<file path="src/rtl/wbm_bytes_pkg.sv">
// wbm_bytes_pkg: shared state encoding, status reply codes and command bit positions for wbm_bytes.
package wbm_bytes_pkg;
    typedef enum logic [2:0] {IDLE, COUNT, ADDR, WDATA, WAIT, RDATA} WbmBytesState;
    localparam logic [7:0] STATUS_BUSY = 8'h00;
    localparam logic [7:0] STATUS_DONE = 8'h01;
    localparam logic [7:0] STATUS_ERR  = 8'h03;
    localparam int CMD_W_BIT = 7;
    localparam int CMD_I_BIT = 6;
endpackage

</file>
<file path="src/rtl/wbm_bytes_watchdog.sv">
// wbm_bytes_watchdog: counts clocks while a bus cycle is open and flags when TIMEOUT is reached.
// Ports: wb_clk_i/wb_rst_ni clock and async active-low reset; cyc bus cycle open;
// clear restart the count; expired one-cycle pulse on the TIMEOUT-th open cycle.
module wbm_bytes_watchdog #(
    parameter int TIMEOUT = 1023
) (
    input  logic wb_clk_i,
    input  logic wb_rst_ni,
    input  logic cyc,
    input  logic clear,
    output logic expired
);
    localparam int CW = $clog2(TIMEOUT + 1);
    logic [CW-1:0] r_cnt;
    always_ff @(posedge wb_clk_i or negedge wb_rst_ni) begin
        if (!wb_rst_ni) r_cnt <= '0;
        else            r_cnt <= (cyc && !clear) ? r_cnt + 1'b1 : '0;
    end
    // The owner drops cyc on this pulse, so the count restarts by itself.
    assign expired = cyc && (r_cnt == CW'(TIMEOUT - 1));
endmodule

</file>
<file path="src/rtl/wbm_bytes.sv">
// wbm_bytes: Wishbone B4 pipelined master driven by a local host byte stream, with bursts.
// Optional: define WBM_BYTES_TIMEOUT_EN to abort bus cycles that stay open for TIMEOUT clocks.
// Ports: wb_clk_i/wb_rst_ni clock and async active-low reset; rx_stb/rx_data host byte in;
// tx_stb/tx_data reply byte out (one per host byte); wb_* Wishbone pipelined master port.
module wbm_bytes
    import wbm_bytes_pkg::*;
#(
    parameter int ADR_BYTES = 1,
    parameter int DAT_BYTES = 4,
    parameter int TIMEOUT   = 1023,
    localparam int LB = $clog2(DAT_BYTES),
    localparam int AW = 8 * ADR_BYTES + LB,
    localparam int DW = 8 * DAT_BYTES
) (
    input  logic                 wb_clk_i,
    input  logic                 wb_rst_ni,
    input  logic                 rx_stb,
    input  logic [7:0]           rx_data,
    output logic                 tx_stb,
    output logic [7:0]           tx_data,
    output logic                 wb_cyc_o,
    output logic                 wb_stb_o,
    output logic                 wb_we_o,
    output logic [DAT_BYTES-1:0] wb_sel_o,
    output logic [AW-1:0]        wb_adr_o,
    output logic [DW-1:0]        wb_dat_o,
    input  logic [DW-1:0]        wb_dat_i,
    input  logic                 wb_stall_i,
    input  logic                 wb_ack_i
);
    localparam int WW = 8 * ADR_BYTES;
    if (ADR_BYTES < 1 || ADR_BYTES > 3 || (DAT_BYTES != 1 && DAT_BYTES != 2 && DAT_BYTES != 4) || TIMEOUT < 1) begin : g_bad_param
        $error("wbm_bytes: unsupported parameter set");
    end
    WbmBytesState  r_state;
    logic          r_inc;
    logic          r_done;
    logic [8:0]    r_cnt;
    logic [1:0]    r_bcnt;
    logic [WW-1:0] r_wadr;
    logic [DW-1:0] r_rdat;
`ifdef WBM_BYTES_TIMEOUT_EN
    logic w_expired;
    logic r_err;
    wbm_bytes_watchdog #(.TIMEOUT(TIMEOUT)) u_watchdog (
        .wb_clk_i(wb_clk_i),
        .wb_rst_ni(wb_rst_ni),
        .cyc(wb_cyc_o),
        .clear(wb_ack_i),
        .expired(w_expired)
    );
`endif
    // Word address is kept separately so the byte-lane bits stay zero and wrap is natural.
    assign wb_adr_o = AW'(r_wadr) << LB;
    always_ff @(posedge wb_clk_i or negedge wb_rst_ni) begin
        if (!wb_rst_ni) begin
            r_state  <= IDLE;
            r_inc    <= 1'b0;
            r_done   <= 1'b0;
            r_cnt    <= '0;
            r_bcnt   <= '0;
            r_wadr   <= '0;
            r_rdat   <= '0;
            tx_stb   <= 1'b0;
            tx_data  <= '0;
            wb_cyc_o <= 1'b0;
            wb_stb_o <= 1'b0;
            wb_we_o  <= 1'b0;
            wb_sel_o <= '0;
            wb_dat_o <= '0;
`ifdef WBM_BYTES_TIMEOUT_EN
            r_err    <= 1'b0;
`endif
        end else begin
            tx_stb <= rx_stb;
            if (wb_cyc_o) begin
                if (!wb_stall_i) wb_stb_o <= 1'b0;
                if (wb_ack_i) begin
                    wb_cyc_o <= 1'b0;
                    wb_stb_o <= 1'b0;
                    r_done   <= 1'b1;
                    r_rdat   <= wb_dat_i;
                    if (r_inc) r_wadr <= r_wadr + 1'b1;
                end
`ifdef WBM_BYTES_TIMEOUT_EN
                else if (w_expired) begin
                    wb_cyc_o <= 1'b0;
                    wb_stb_o <= 1'b0;
                    r_err    <= 1'b1;
                end
`endif
            end
            if (rx_stb) begin
                tx_data <= STATUS_BUSY;
                case (r_state)
                    IDLE: if (rx_data != 8'h00) begin
                        wb_we_o  <= rx_data[CMD_W_BIT];
                        r_inc    <= rx_data[CMD_I_BIT];
                        wb_sel_o <= rx_data[DAT_BYTES-1:0];
                        r_state  <= COUNT;
                    end
                    COUNT: begin
                        r_cnt   <= {1'b0, rx_data} + 9'd1;
                        r_bcnt  <= '0;
                        r_state <= ADDR;
                    end
                    ADDR: begin
                        r_wadr <= (r_wadr << 8) | WW'(rx_data);
                        r_bcnt <= r_bcnt + 1'b1;
                        if (r_bcnt == 2'(ADR_BYTES - 1)) begin
                            r_bcnt  <= '0;
                            r_state <= wb_we_o ? WDATA : WAIT;
                            wb_cyc_o <= !wb_we_o;
                            wb_stb_o <= !wb_we_o;
                        end
                    end
                    WDATA: begin
                        wb_dat_o <= (wb_dat_o << 8) | DW'(rx_data);
                        r_bcnt   <= r_bcnt + 1'b1;
                        if (r_bcnt == 2'(DAT_BYTES - 1)) begin
                            r_bcnt   <= '0;
                            wb_cyc_o <= 1'b1;
                            wb_stb_o <= 1'b1;
                            r_state  <= WAIT;
                        end
                    end
                    WAIT:
`ifdef WBM_BYTES_TIMEOUT_EN
                    if (r_err) begin
                        tx_data <= STATUS_ERR;
                        r_err   <= 1'b0;
                        r_done  <= 1'b0;
                        r_cnt   <= '0;
                        r_state <= IDLE;
                    end else
`endif
                    if (r_done) begin
                        tx_data <= STATUS_DONE;
                        r_done  <= 1'b0;
                        r_cnt   <= (r_cnt != 9'd0) ? r_cnt - 9'd1 : r_cnt;
                        r_state <= !wb_we_o ? RDATA : (r_cnt > 9'd1) ? WDATA : IDLE;
                    end
                    RDATA: begin
                        tx_data <= r_rdat[DW-1 -: 8];
                        r_rdat  <= r_rdat << 8;
                        r_bcnt  <= r_bcnt + 1'b1;
                        if (r_bcnt == 2'(DAT_BYTES - 1)) begin
                            r_bcnt   <= '0;
                            wb_cyc_o <= r_cnt != 9'd0;
                            wb_stb_o <= r_cnt != 9'd0;
                            r_state  <= (r_cnt != 9'd0) ? WAIT : IDLE;
                        end
                    end
                    default: r_state <= IDLE;
                endcase
            end
        end
    end
endmodule

</file>
<file path="config.mk">
export PLATFORM = sky130hd
export DESIGN_NAME = wbm_bytes
export DESIGN_NICKNAME = d
export VERILOG_FILES = /design/src/rtl/wbm_bytes_pkg.sv /design/src/rtl/wbm_bytes_watchdog.sv /design/src/rtl/wbm_bytes.sv
export SDC_FILE = /design/constraint.sdc
export NUM_CORES = 1
export LEC_CHECK = 0
export CAP_MARGIN = 5
export CELL_PAD_IN_SITES_DETAIL_PLACEMENT = 0
export CELL_PAD_IN_SITES_GLOBAL_PLACEMENT = 1
export CORE_UTILIZATION = 36
export CTS_CLUSTER_SIZE = 20
export DETAILED_ROUTE_END_ITERATION = 6
export PLACE_DENSITY_LB_ADDON = 0.05
export SLEW_MARGIN = 5
export SYNTH_ARGS = -nofsm -noshare
export SYNTH_HDL_FRONTEND = slang
export SYNTH_SLANG_ARGS = --single-unit
export TNS_END_PERCENT = 100
</file>
<file path="constraint.sdc">
create_clock -name wb_clk_i -period 1.75 [get_ports wb_clk_i]
set_input_delay 0.2625 -clock wb_clk_i [delete_from_list [all_inputs] [get_ports wb_clk_i]]
set_output_delay 0.2625 -clock wb_clk_i [all_outputs]
set_load 0.05 [all_outputs]
</file>
**After elaboration in Yosys (flattened, before gate mapping)**

Cells that the tools add are included.

- Reductions and logical operators: 13
- Add/subtract/negate cells: 4
- Muxes and demuxes: 47
- Bitwise operators: 1
- Multiply operators: 0
- Magnitude comparators: 1
- Shifts and indexed selects: 0
- Divide/modulo/power cells: 0
- Eq/ne operators: 12

Operators with widths:

| cell | number |
|---|---|
| 2-to-1 mux 32 bit | 4 |
| 2-to-1 mux 8 bit | 5 |
| bitwise OR 32 x 8 -> 32 bit | 1 |
| 2-to-1 mux 3 bit | 8 |
| 2-to-1 mux 1 bit | 19 |
| 2-to-1 mux 9 bit | 2 |
| one-hot mux 3 bit (6 select lines) | 1 |
| one-hot mux 9 bit (2 select lines) | 1 |
| one-hot mux 8 bit (2 select lines) | 1 |
| inequality test 2 bit (second input constant) | 6 |
| adder 8 x 1 -> 9 bit (second input constant) | 1 |
| > comparator 9 x 1 -> 1 bit (second input constant) | 1 |
| nonzero test 9 bit | 1 |
| subtractor 9 x 1 -> 9 bit (second input constant) | 1 |
| adder 8 x 1 -> 8 bit (second input constant) | 1 |
| nonzero test 8 bit | 1 |
| equality test 3 x 2 -> 1 bit (second input constant) | 2 |
| equality test 3 bit (second input constant) | 2 |
| 2-to-1 mux 2 bit | 3 |
| one-hot mux 1 bit (3 select lines) | 2 |
| one-hot mux 2 bit (3 select lines) | 1 |
| AND reduction 6 bit | 1 |
| AND reduction 2 bit | 2 |
| AND reduction 4 bit | 1 |
| 10 further kinds | 10 |

- ROM bits: 0
- RAM bits: 0
- Memories: 0
- Output and inout port bits: 58
- Register bits: 104
- Bits in latches: 0
- Logic and storage cells: 92
- Input bits: 45

**Logic depth before layout (Yosys ltp)**

- Depth in word-level cells: 6
- Mapped depth: 8
- Depth with buffers taken out: 7

**Least setup slack after synthesis**

Ideal clock, no wire load.

- Kind: reg-to-reg
- From: reg r_cnt[0]
- To: reg r_cnt[6]
- Required time: 1.684 ns
- Path buffers: 0
- Data arrival time: 1.751 ns
- Period minus slack after synthesis: 1.817 ns
- Cell stages (with the launch flop): 8
- Library setup time: 0.066 ns
- Path slack: -0.067 ns
- Cells stage by stage: dfrtp_1 > inv_1 > ha_1 > nand2b_4 > or3_2 > or2_1 > o32ai_1 > a22o_1

- Word-level cells in the longest chain between the ends: 4
- Elaborated cells between the ends (all ways): 7
- Classes of those cells: add/sub (1); eq/ne (1); mux (3); reduce/logical (2)

RTL lines:

| what | line | text |
|---|---|---|
| start: declaration | wbm_bytes.sv:38 | `logic [8:0] r_cnt;` |
| start signal: assignment | wbm_bytes.sv:103 | `r_cnt <= {1'b0, rx_data} + 9'd1;` |
| start signal: assignment | wbm_bytes.sv:140 | `r_cnt <= (r_cnt != 9'd0) ? r_cnt - 9'd1 : r_cnt;` |
| subtractor 9 x 1 -> 9 bit | wbm_bytes.sv:140 |  |
| 2-to-1 mux 9 bit | wbm_bytes.sv:140 |  |
| 2-to-1 mux 9 bit | wbm_bytes.sv:137 | `if (r_done) begin` |
| one-hot mux 9 bit (2 select lines) | wbm_bytes.sv:95 | `case (r_state)` |

Several ways; a longest one is shown, not always the timed one. The select of a mux whose other input is x is not followed.
A chain may end at the register's enable or synchronous reset.

**Worst setup path after layout**

- From: reg r_cnt[1]
- To: reg r_cnt[0]

- Word-level cells in the longest chain between the ends: 3

RTL lines:

| what | line |
|---|---|
| nonzero test 9 bit | wbm_bytes.sv:140 |
| inequality test 2 bit (no line) | n/a |
| AND reduction 4 bit (no line) | n/a |

No other way between the ends.

==> impl_results.md <==
- Status: finished with violations
- Failing checks: setup timing
- Maxcap violations: 0
- Area Growth Syn to Fin: 37.86%
- Initial DRC count: 201
- Vias in the first global route: 4119
- Crit Reg-Reg Startpoint: r_cnt[1]
- Synth async-reset ratio: 100.0%
- Min cycle time layout: 1.839 ns
- Synth unique cells: 53
- First-pass GRT wire length: 21060 um
- Worst IR Drop VDD: 0.4259 mV
- Combinational Power Share: 5.4%
- Die Wd: 119.9 um
- Top delay family on crit path: simple AND/OR/NAND/NOR gates
- Worst hold path type: in2async
- Met3 wire len: 573 um
- End-of-flow core utilization: 51.51%
- CP endpoint kind: register
- Total number of yosys warnings: 0
- IO Pins: 103
- Vias per inst: 4.933
- Synth area leaders: dfrtp_1 52%, mux2_2 8.1%, nand2_1 7.9%
- Met1 Wirelength: 6274 um
- WL/cell: 15.42 um
- Fillers: 1305
- Maximum net fanout on the critical path: 7
- Total global-route track usage: 18.71%
- Worst hold slack: 0.3676 ns
- Row Count: 42
- Yosys reg bits: 104
- Tightest Pin Transition: 0.5133 ns
- Syn avg cell area: 9.915 sq um
- Reg2Reg Setup Slack: -0.09 ns
- Antenna diode count: 0
- Setup TNS Final: -0.6417 ns
- Clk slew on worst S/H paths: 0.08 ns
- Die area: 14380 sq um
- H-tree levels: 3
- Worst-Skew Late Latency: 0.35 ns
- Slew headroom: 65.91%
- Synth area leader: dfrtp_1
- Final period utilization: 105.1%
- Final HPWL DP: 9101 um
- Layout cells sized above 1: 28.88%
- Crit path kind: reg2reg
- Routed wl met2: 5909 um
- Total congestion overflow: 0
- FF-to-FF End: r_cnt[0]
- Max Freq: 543.6 MHz
- Worst Slack Setup Final: -0.08943 ns
- Cells after Synth: 505
- P_leak: 3.349 nW
- Pre-antenna DRT Iters: 4
- Clock Tree Root: clkbuf_16
- Starting Density: 37.37%
- Antenna violations before repair: 0
- Top Metal Used: met4
- Sw power: 1.057 mW
- WL final: 12860 um
- CP bufs+invs: 2
- Top FF cell, synth: dfrtp_1
- Power Dens Cells: 687.1 nW/um^2
- CP max stage delay: 0.50 ns
- Crit path cell chain: inv_2 -> ha_4 -> or4b_4 -> nor2_4 -> o32ai_4 -> buf_6 -> mux2i_1 -> a31oi_1
- Clk_skew: 0.008343 ns
- Clock Path Buffers: 2
- Non-Filler Cell Area, Final: 6903 sq um
- Commonest cells after routing, fill and taps aside: 109 x buf_4, 106 x nand2_1, 104 x dfrtp_1
- Reg power frac: 50.7%
- # placed instances: 810
- Port buffer count: 100
- Pin count of the biggest net entering global routing: 49
- Internal power: 3.685 mW
- RSZ-0062 raised after global routing: yes
- Clk sink count: 104
- Gpl congestion: 0.8249
- Cell Area, Placed: 6476 sq um
- Residual DRC: 0
- CTS tree: built
- Reg2reg path depth: 8
- Post-DRT Antenna Nets: 0
- Netlist Area Pre-Place: 5007 sq um
- Detailed-route via count: 4114
- Final nets: 707
- Pre-CTS WS: -0.2299 ns
- Sw Share: 22.29%
- Commonest non-fill, non-tap cell in the layout: buf_4
- Core Region: 13400 sq um
- Clock share of power: 43.9%
- Non-filler cells, final: 834
- Post-synth top area share: 51.97%
- Total CTS buffers: 9
- Total power draw: 4.743 mW
- Final hold violation count: 0
- Final setup viols: 12
- Post-synthesis sequential area ratio: 51.97%
- Pins Over Slew Limit: 0
- Slowest cell on crit path: or4b_4
- Crit path required time: 2.03 ns
- Startpoint types: register
- Die height: 119.9 um
- CP Data Arrival Time: 2.12 ns
- Post-synth EDFFs: 0
==> layer usage <==
metal	GRT usage, %	vias up
li1	-	2040
met1	26.03	1983
met3	4.658	9
met5	0	-
met2	28.99	82
met4	4.688	0
==> synthesized netlist by cell type (3+ instances only) <==
library cell,number
xor2_1,6
a22o_1,5
nand2b_1,7
o21ai_0,30
nor2b_1,3
xnor2_1,6
a32oi_1,3
mux2i_1,3
o22ai_1,3
inv_1,16
a21oi_1,18
mux2_2,36
and3_1,4
nor4_1,3
nor3_1,4
dfrtp_1,104
clkbuf_1,16
ha_1,9
nand3_1,11
buf_2,7
a31oi_1,27
nand2_1,106
o32ai_1,3
nor2_1,37
==> worst reg2reg max path, stage by stage (launching register included) <==
cell and delay, ns:
dfrtp_1 0.40, inv_2 0.09, ha_4 0.12, or4b_4 0.50, nor2_4 0.13, o32ai_4 0.13, buf_6 0.16, mux2i_1 0.11
a31oi_1 0.13
==> power groups by stage <==
stage	logic, mW	registers (mW)	clock network (mW)
floorplan	0.0382	2.46	0
global route	0.281	2.40	2.23
global placement	0.259	2.45	0
detailed placement	0.260	2.45	0
finish	0.256	2.40	2.08
CTS	0.262	2.40	2.14
==> final cells by class <==
type | count | area, sq um | share of cell area [%]
clock buffers | 10 | 239.0 | 3.462
clock inverters | 6 | 68.82 | 0.9969
inverters | 16 | 60.06 | 0.8700
multi-input cells | 356 | 2258 | 32.72
flip-flops and latches | 104 | 2603 | 37.70
well taps | 176 | 220.2 | 3.190
repair buffers | 166 | 1454 | 21.06
==> what timing repair did <==
item | in CTS | in global routing
resized for setup | 15 | 7
pin swaps | 7 | 7
hold buffers | 1 | 0
setup endpoints to repair | 17 | 20
buffers inserted | 6 | 1
hold endpoints to repair | 26 | 0
==> cells by family (layout without fill, tap and decap cells) <==
kind of cell | Yosys count | count (layout) | share of synthesized area (%)
compound gates | 105 | 105 | 13.39
xor+xnor | 12 | 12 | 2.099
fa+ha+maj | 9 | 9 | 2.249
buf+inv | 46 | 198 | 4.398
flops | 104 | 104 | 51.97
mux | 39 | 39 | 8.696
other cells | 1 | 2 | 0.07489
simple gates | 189 | 189 | 17.12
==> sequential cells by signal, summed over array words and instances, names as in the netlist <==
signal	cells
wb_sel_o	4
tx_stb	1
r_rdat	32
wb_cyc_o	1
wb_stb_o	1
r_done	1
wb_dat_o	32
wb_we_o	1
r_wadr	8
r_bcnt	2
r_inc	1
r_state	3
tx_data	8
r_cnt	9
==> worst max path at each step <==
stage	startpoint	end	slack (ns)	cells after the start
after detailed placement	rx_data[5]	wb_sel_o[1]	-0.23	5
after global placement	rx_data[0]	r_inc	-0.18	6
after CTS	r_cnt[1]	r_cnt[0]	-0.11	8
after global routing	r_cnt[0]	r_cnt[0]	-0.19	8
final	r_cnt[1]	r_cnt[0]	-0.09	8
after floorplan	r_cnt[0]	r_cnt[2]	-0.04	7
No activity file was read; power rests on OpenSTA's default activity.
